File: config.mk
export PLATFORM = sky130hd
export DESIGN_NAME = reg_file_slave
export DESIGN_NICKNAME = d
export VERILOG_FILES = /design/src/rtl/reg_file_slave.sv
export SDC_FILE = /design/constraint.sdc
export NUM_CORES = 1
export LEC_CHECK = 0
export ABC_AREA = 1
export BUFFER_PORTS_ARGS = -buffer_cell sky130_fd_sc_hd__buf_2
export CAP_MARGIN = 0
export CORE_AREA = 2 2 121 123
export CTS_CLUSTER_SIZE = 28
export DETAILED_ROUTE_END_ITERATION = 7
export DIE_AREA = 0 0 123 125
export GPL_TIMING_DRIVEN = 0
export HOLD_SLACK_MARGIN = 0.02
export PLACE_DENSITY_LB_ADDON = 0.05
export SYNTH_ARGS = -nofsm -noshare
export SYNTH_HDL_FRONTEND = slang
export SYNTH_SLANG_ARGS = --single-unit
File: constraint.sdc
create_clock -name clk -period 1.4 [get_ports clk]
set_input_delay 0.14 -clock clk [delete_from_list [all_inputs] [get_ports clk]]
set_output_delay 0.14 -clock clk [all_outputs]
set_load 0.05 [all_outputs]
File: src/rtl/reg_file_slave.sv
// ----------------------------------------------------------------------------
// reg_file_slave
//
// Bus-side slave register file. It holds six 16-bit general registers
// (R0-R5), a 16-bit write counter (WCNT) with a sticky wrap flag (OVF), and a
// read-only status word. Reads are answered with a registered response one
// cycle after the request edge.
//
// Address map:
//   0-5 : R0-R5, read/write
//   6   : WCNT; a write clears WCNT and OVF, and the write data is ignored
//   7   : STATUS = {15'b0, OVF}, read-only (writes are dropped)
//
// Ports:
//   clk      - system clock, rising-edge active
//   reset_n  - asynchronous active-low reset
//   s_sel    - slave select; a transaction is accepted in any cycle it is high
//   s_wr     - 1 = write, 0 = read
//   s_addr   - register address (3 bits)
//   s_din    - write data (16 bits)
//   s_dout   - read data; zero whenever s_rvalid is low
//   s_rvalid - one-cycle read response strobe
// ----------------------------------------------------------------------------
module reg_file_slave (
    input  logic        clk,
    input  logic        reset_n,
    input  logic        s_sel,
    input  logic        s_wr,
    input  logic [2:0]  s_addr,
    input  logic [15:0] s_din,
    output logic [15:0] s_dout,
    output logic        s_rvalid
);

    typedef enum logic {
        IDLE = 1'b0,
        RESP = 1'b1
    } state_t;

    state_t      state_q, state_d;
    logic [15:0] gpr_q [6];
    logic [15:0] gpr_d [6];
    logic [15:0] wcnt_q, wcnt_d;
    logic        ovf_q, ovf_d;
    logic [15:0] rdata_q, rdata_d;
    logic [15:0] read_mux;

    // Combinational view of the addressed register, as it stands before this
    // cycle's edge. Reads and writes are exclusive within a cycle, so no
    // write-forwarding is needed.
    always_comb begin
        read_mux = 16'h0000;
        case (s_addr)
            3'd0:    read_mux = gpr_q[0];
            3'd1:    read_mux = gpr_q[1];
            3'd2:    read_mux = gpr_q[2];
            3'd3:    read_mux = gpr_q[3];
            3'd4:    read_mux = gpr_q[4];
            3'd5:    read_mux = gpr_q[5];
            3'd6:    read_mux = wcnt_q;
            default: read_mux = {15'b0, ovf_q};
        endcase
    end

    // Next-state logic for the storage and the response FSM. The FSM leaves
    // RESP unless another read is accepted in the same cycle, which lets
    // back-to-back reads keep s_rvalid high continuously.
    always_comb begin
        for (int i = 0; i < 6; i++) begin
            gpr_d[i] = gpr_q[i];
        end
        wcnt_d  = wcnt_q;
        ovf_d   = ovf_q;
        rdata_d = rdata_q;
        state_d = IDLE;

        if (s_sel && s_wr) begin
            if (s_addr < 3'd6) begin
                gpr_d[s_addr] = s_din;
                wcnt_d        = wcnt_q + 16'd1;
                // OVF is sticky: it is only cleared by a write to WCNT.
                if (wcnt_q == 16'hFFFF) begin
                    ovf_d = 1'b1;
                end
            end else if (s_addr == 3'd6) begin
                wcnt_d = 16'h0000;
                ovf_d  = 1'b0;
            end
        end else if (s_sel) begin
            rdata_d = read_mux;
            state_d = RESP;
        end
    end

    // State registers. An asynchronous reset drops any pending response at once.
    always_ff @(posedge clk or negedge reset_n) begin
        if (!reset_n) begin
            for (int i = 0; i < 6; i++) begin
                gpr_q[i] <= 16'h0000;
            end
            wcnt_q  <= 16'h0000;
            ovf_q   <= 1'b0;
            rdata_q <= 16'h0000;
            state_q <= IDLE;
        end else begin
            for (int i = 0; i < 6; i++) begin
                gpr_q[i] <= gpr_d[i];
            end
            wcnt_q  <= wcnt_d;
            ovf_q   <= ovf_d;
            rdata_q <= rdata_d;
            state_q <= state_d;
        end
    end

    // Outputs are forced to zero outside RESP, so stale read data never leaks.
    always_comb begin
        s_rvalid = (state_q == RESP);
        s_dout   = (state_q == RESP) ? rdata_q : 16'h0000;
    end

endmodule

==> impl_metrics.csv, run 1 <==
group,metric,value,unit
outcome,outcome,"finished with violations",
outcome,violations,"negative setup slack",
synth,syn-num-nets,853,
setup_path,critical_path_required,1260,ps
floorplanning,design.portCount,40,
layout,nFillCells,1365,
hold_path,hold_class,"in2reg",
sta,finClkSkew,8.22,ps
cts,cts-root-buf,"clkbuf_16",
detailed_routing,wl_per_cell,16.8,microns
global_route,track_usage,0.255,
cts,cts_tree,"yes",
setup_path,cp_top_family,"flip-flops",
pwr,peakVddDrop,0.00109,V
global_route,grt_pass1_wl,29.0,mm
detailed_routing,vias_per_cell,5.04,
layout,diodes,0,
pwr,swShare,0.292,
sta,max_freq,679,MHz
detailed_routing,drtIter0Drc,583,
synth,syn_inst,829,
sta,setup_violations,16,
floorplanning,dieWidth,123,microns
synth,synth_area_per_cell,7.46,sq um
layout,fin_nets,932,
placed_design,post-place-ws,-402,ps
sta,tightestPinTransition,651,ps
sta,hold_viol_final,0,
pwr,p_per_area,1430,nW/um^2
setup_path,critPathMaxStageDelay,430,ps
cts,cts_max_path_buffers,2,
sta,min_period,1470,ps
detailed_routing,ant_nets,0,
cts,cts.sink_count,130,
pwr,internal_power,7.88,mW
detailed_routing,wl,18.6,mm
pwr,leakagePower,4.04,nW
setup_path,crit_path_end_kind,"output port",
floorplanning,die_h,125,microns
setup_path,worstSetupPathType,"reg2out",
sta,rsz0062_at_grt,"true",
global_route,grt_max_degree,70,
setup_path,slowest_stage,"dfrtp_2",
sta,worst_slack,-73.5,ps
global_route,antenna_found_initial,0,
floorplanning,die_area,15400,sq um
cts,numCtsBuffers,17,
pwr,pwr-share-clk,0.397,
detailed_routing,vias,5561,
sta,whs,36.7,ps
cts,clk_latency,430,ps
setup_path,cp.buffers_inverters,3,
synth,yosysUniqueCellTypes,27,
pwr,seq_power_share,0.448,
pwr,combPwrFrac,0.156,
floorplanning,initial_core_util,0.435,
layout,final_layout_size_suffix_gt1_frac,0.175,
setup_path,critPathLaunchType,"flip-flop",
synth,synth_area,6180,sq um
placed_design,io_buffers,38,
cts,clk_pin_slew,50,ps
layout,area_growth,25.5,%
floorplanning,row_count,44,
sta,drv_slew,0,
global_route,gr-total-overflow,0,
pwr,power_switching,3.24,mW
setup_path,crit_fanout,5,
cts,cts_max_level,4,
synth,synth_seq_area_share,0.526,
setup_path,crit_arrival,1330,ps
placed_design,place.gp.congestion,0.864,
setup_path,r2r_slack,0,ps
run,drv_cap,0,
sta,slew_headroom,0.566,
detailed_routing,drt_pass1_iterations,5,
setup_path,worstPathCellList,"clkbuf_8, nand2_2, clkinvlp_4, buf_6",
floorplanning,fp.coreArea,14200,sq um
synth,synth_seq_cells,130,
placed_design,dpl.hpwl,12.4,mm
synth,ys_warn_count,0,
global_route,grt_pass1_vias,5278,
sta,finalCritPeriodShare,1.05,
detailed_routing,drc,0,
==> registers in the layout (all words and copies together) (netlist names) <==
signal	count
rdata_q	16
gpr_q	96
wcnt_q	16
s_rvalid	1
ovf_q	1
==> stage by stage <==
stage / util / instance area [sq um] / std cells / TNS, ps / power [mW]
2_1_floorplan: - / 6220 / 829 / 0 / 5.99
3_3_place_gp: 0.468 / 6640 / 1051 / -225510 / 6.47
3_5_place_dp: 0.470 / 6680 / 1052 / -22440 / 6.55
4_1_cts: 0.536 / 7610 / 1098 / -1090 / 11.1
5_1_grt: 0.546 / 7760 / 1104 / -2010 / 11.7
6_report: 0.546 / 7760 / 1104 / -911 / 11.1
==> cell usage after synthesis <==
master | number | area (sq um)
nand3b_1 | 1 | 7.51
clkinv_1 | 1 | 3.75
dfrtp_1 | 130 | 3250
nor2_2 | 3 | 18.8
buf_2 | 17 | 85.1
buf_4 | 3 | 22.5
a21o_1 | 1 | 7.51
nor3_1 | 12 | 60.1
nor2_4 | 1 | 11.3
ha_1 | 1 | 12.5
buf_6 | 2 | 22.5
clkbuf_1 | 7 | 26.3
nor2_1 | 85 | 319
o21ai_0 | 98 | 490
o21ai_1 | 7 | 35.0
o21a_1 | 1 | 7.51
nand3_1 | 17 | 85.1
nand2_4 | 1 | 11.3
a21oi_1 | 19 | 95.1
inv_1 | 106 | 398
nand2_2 | 3 | 18.8
nand3_2 | 1 | 10.0
clkbuf_2 | 1 | 5.00
inv_2 | 5 | 18.8
nand4_1 | 2 | 12.5
nand2_1 | 303 | 1140
o31ai_1 | 1 | 7.51
==> path summary, 6_finish.rpt <==
check                           start    endpoint  cells after the start
setup reg to reg            wcnt_q[0]  wcnt_q[14]                      8
hold / removal               s_din[3]    gpr_q[3]                      3
setup / recovery             s_rvalid   s_dout[7]                      4
max in group asynchronous     reset_n    s_rvalid                      3
hold reg to reg            rdata_q[3]  rdata_q[3]                      2
min in group asynchronous     reset_n  rdata_q[4]                      2
==> cells by family (layout without fill, tap and decap cells) <==
logic type,after synthesis,after routing,share of synthesized area
AO/OA/AOI/OAI,127,127,0.104
adder cells (fa/ha/maj),1,1,0.00202
buffers and inverters,142,233,0.0941
flip-flops,130,130,0.526
AND/OR/NAND/NOR,429,429,0.274
==> area by class of cell <==
cell class              instances  area, sq um  area share
multi-input cells             557         2510       0.324
well taps                     184          230      0.0297
flip-flops and latches        130         3260       0.420
inverters                     112          458      0.0590
clock inverters                12          134      0.0173
repair buffers                 61          536      0.0690
clock buffers                  19          453      0.0584
plain buffers                  29          179      0.0231
==> cells in the final DEF, fill, tap and decap left out, types with 15 or more instances in the layout <==
cell type,instances
a21oi_1,18
nand2_1,287
buf_4,16
buf_2,37
o21ai_0,97
nand3_1,15
nor2_1,77
inv_1,96
dfrtp_1,126
clkbuf_16,18
==> timing repair <==
item	CTS	global route
setup endpoints to repair	25	38
gates resized for setup	60	27
pin swaps	3	7
hold buffers	12	0
endpoints found under the hold margin	72	0
gates cloned	1	0
setup buffers	3	6
==> power groups by stage <==
stage / Sequential (mW) / Clock, mW / Combinational (mW)
4_1_cts: 4.95 / 4.47 / 1.68
2_1_floorplan: 4.88 / 0 / 1.10
6_report: 4.98 / 4.41 / 1.73
3_3_place_gp: 4.96 / 0 / 1.51
5_1_grt: 5.07 / 4.63 / 1.99
3_5_place_dp: 4.99 / 0 / 1.56
==> tightest hold or removal path, stage by stage <==
cell     delay [ps]
buf_2            70
inv_1            80
a21oi_1         130
==> metal layers <==
layer  up-vias  part of all wire  GRT usage
li1       2702                 -          -
met1      2655              0.46      0.367
met2       167              0.45      0.378
met3        37             0.055     0.0566
met4         0             0.028     0.0956
met5         -                 0          0
No activity file was read; power rests on OpenSTA's default activity.
==> run 2: changes to the inputs <==
- CORE_AREA: 2 2 121 123 -> 2 2 86 171
- DIE_AREA: 0 0 123 125 -> 0 0 88 173
==> run 2 against run 1 <==
  * The run still ends with negative setup slack left
  * Highest routed layer unchanged
  * Largest cell class unchanged
  * Global-route usage shrank 0.16 points
  * Clock-buffer cell count shrank 1
  * Non-clock buffer count shrank 3
==> impl_metrics.csv, run 2 (synthesis results as in run 1) <==
group,metric,value,unit
pwr,leakagePower,4.04,nW
sta,worst_slack,-63.7,ps
global_route,track_usage,0.254,
floorplanning,dieWidth,88,microns
layout,post-route-util,0.561,
detailed_routing,wl_per_cell,16.7,microns
pwr,finalPower,11.2,mW
setup_path,critical_path_required,1260,ps
detailed_routing,drtIter0Drc,441,
pwr,p_per_area,1450,nW/um^2
sta,min_period,1460,ps
sta,finClkSkew,11.1,ps
global_route,grt_pass1_wl,28.8,mm
cts,cts-root-buf,"clkbuf_16",
floorplanning,die_h,173,microns
placed_design,dpl.hpwl,13.3,mm
pwr,power_switching,3.36,mW
setup_path,worstSetupPathType,"reg2out",
cts,clk_latency,420,ps
setup_path,critPathLaunchType,"flip-flop",
floorplanning,fp.coreArea,13800,sq um
setup_path,crit_arrival,1320,ps
global_route,grt_max_degree,92,
pwr,seq_power_share,0.442,
cts,clk_pin_slew,70,ps
setup_path,crit_fanout,5,
floorplanning,design.portCount,40,
floorplanning,row_count,61,
outcome,violations,"negative setup slack",
layout,final_cell_mix,"nand2_1, dfrtp_1, o21ai_0",
layout,largest_register_ffs,96,
floorplanning,initial_core_util,0.448,
layout,area_growth,25.3,%
layout,nFillCells,1344,
cts,cts_tree,"yes",
layout,diodes,0,
sta,finalCritPeriodShare,1.05,
layout,largest_register,"gpr_q",
detailed_routing,wl,18.5,mm
sta,setup_violations,16,
outcome,outcome,"finished with violations",
pwr,internal_power,7.89,mW
detailed_routing,vias_per_cell,4.99,
sta,rsz0062_at_grt,"true",
cts,cts_max_path_buffers,2,
detailed_routing,vias,5528,
pwr,combPwrFrac,0.151,
layout,final_layout_size_suffix_gt1_frac,0.166,
detailed_routing,ant_nets,0,
setup_path,crit_path_end_kind,"output port",
cts,cts_max_level,4,
global_route,grt_pass1_vias,5359,
hold_path,whs_path_depth,3,
layout,top_regs,"gpr_q (96), rdata_q (16), wcnt_q (16)",
pwr,swShare,0.299,
floorplanning,die_area,15200,sq um
detailed_routing,drc,0,
layout,fin_nets,929,
sta,max_freq,683,MHz
sta,drv_slew,0,
sta,hold_viol_final,0,
setup_path,reg2reg_depth,8,
placed_design,post-place-ws,-362,ps
global_route,antenna_found_initial,0,
hold_path,hold_class,"in2reg",
global_route,gr-total-overflow,0,
detailed_routing,drt_pass1_iterations,5,
sta,setup_tns,-664,ps
sta,tightestPinTransition,619,ps
placed_design,io_buffers,38,
layout,layout_commonest_cell,"nand2_1",
cts,cts.sink_count,130,
placed_design,place.gp.congestion,0.888,
run,drv_cap,0,
cts,numCtsBuffers,17,
pwr,pwr-share-clk,0.407,
pwr,peakVddDrop,0.000947,V
sta,slew_headroom,0.587,
==> run 2: cell type report <==
class | count | area (sq um) | share of cell area
Sequential cell | 130 | 3260 | 0.420
Buffer | 29 | 179 | 0.0231
Timing Repair Buffer | 58 | 512 | 0.0661
Tap cell | 189 | 236 | 0.0305
Clock inverter | 14 | 166 | 0.0215
Multi-Input combinational cell | 557 | 2500 | 0.323
Clock buffer | 18 | 439 | 0.0567
Inverter | 112 | 460 | 0.0594
==> run 2: metal layers <==
metal | vias to the layer above | routed length (microns) | track usage
met5 | - | 0 | 0
met4 | 0 | 652 | 0.106
met3 | 46 | 767 | 0.0415
met2 | 149 | 9790 | 0.437
met1 | 2630 | 7270 | 0.305
li1 | 2703 | - | -
==> run 2: worst paths after layout <==
| path | start | to | slack (ps) |
|---|---|---|---|
| worst min register to register | rdata_q[1] | rdata_q[1] | 480 |
| worst max register to register | wcnt_q[0] | ovf_q | 10 |
| worst min-delay path | s_din[6] | gpr_q[6] | 30 |
| worst max-delay path | s_rvalid | s_dout[14] | -60 |
| min in group asynchronous | reset_n | gpr_q[1] | 200 |
| max in group asynchronous | reset_n | s_rvalid | 370 |
==> run 2: metrics by stage <==
| step | hold slack, ps | instances | cell area [sq um] |
|---|---|---|---|
| after floorplan | -156 | 829 | 6220 |
| after global placement | 368 | 1056 | 6650 |
| after detailed placement | 83.9 | 1057 | 6680 |
| after CTS | 31.2 | 1102 | 7600 |
| after global routing | 68.3 | 1107 | 7750 |
| final | 31.6 | 1107 | 7750 |
==> run 2: worst max-delay path, cell delays in order, from the launching register on <==
cell	delay [ps]
dfrtp_2	430
clkbuf_16	170
nand2_2	80
clkinvlp_4	80
buf_6	150
==> run 2: power by group through the flow <==
stage / logic (mW) / registers (mW) / clock network [mW]
2_1_floorplan: 1.10 / 4.88 / 0
3_3_place_gp: 1.49 / 4.96 / 0
3_5_place_dp: 1.55 / 4.99 / 0
4_1_cts: 1.65 / 4.94 / 4.62
5_1_grt: 1.95 / 5.06 / 4.78
6_report: 1.70 / 4.97 / 4.57
==> run 2: timing repair <==
action / in CTS / in global routing
gates resized for setup: 56 / 25
hold buffers: 11 / 0
pin swaps: 6 / 5
endpoints found under the hold margin: 49 / 0
cloned: 0 / 1
endpoints found under the setup margin: 25 / 43
setup buffers: 3 / 4
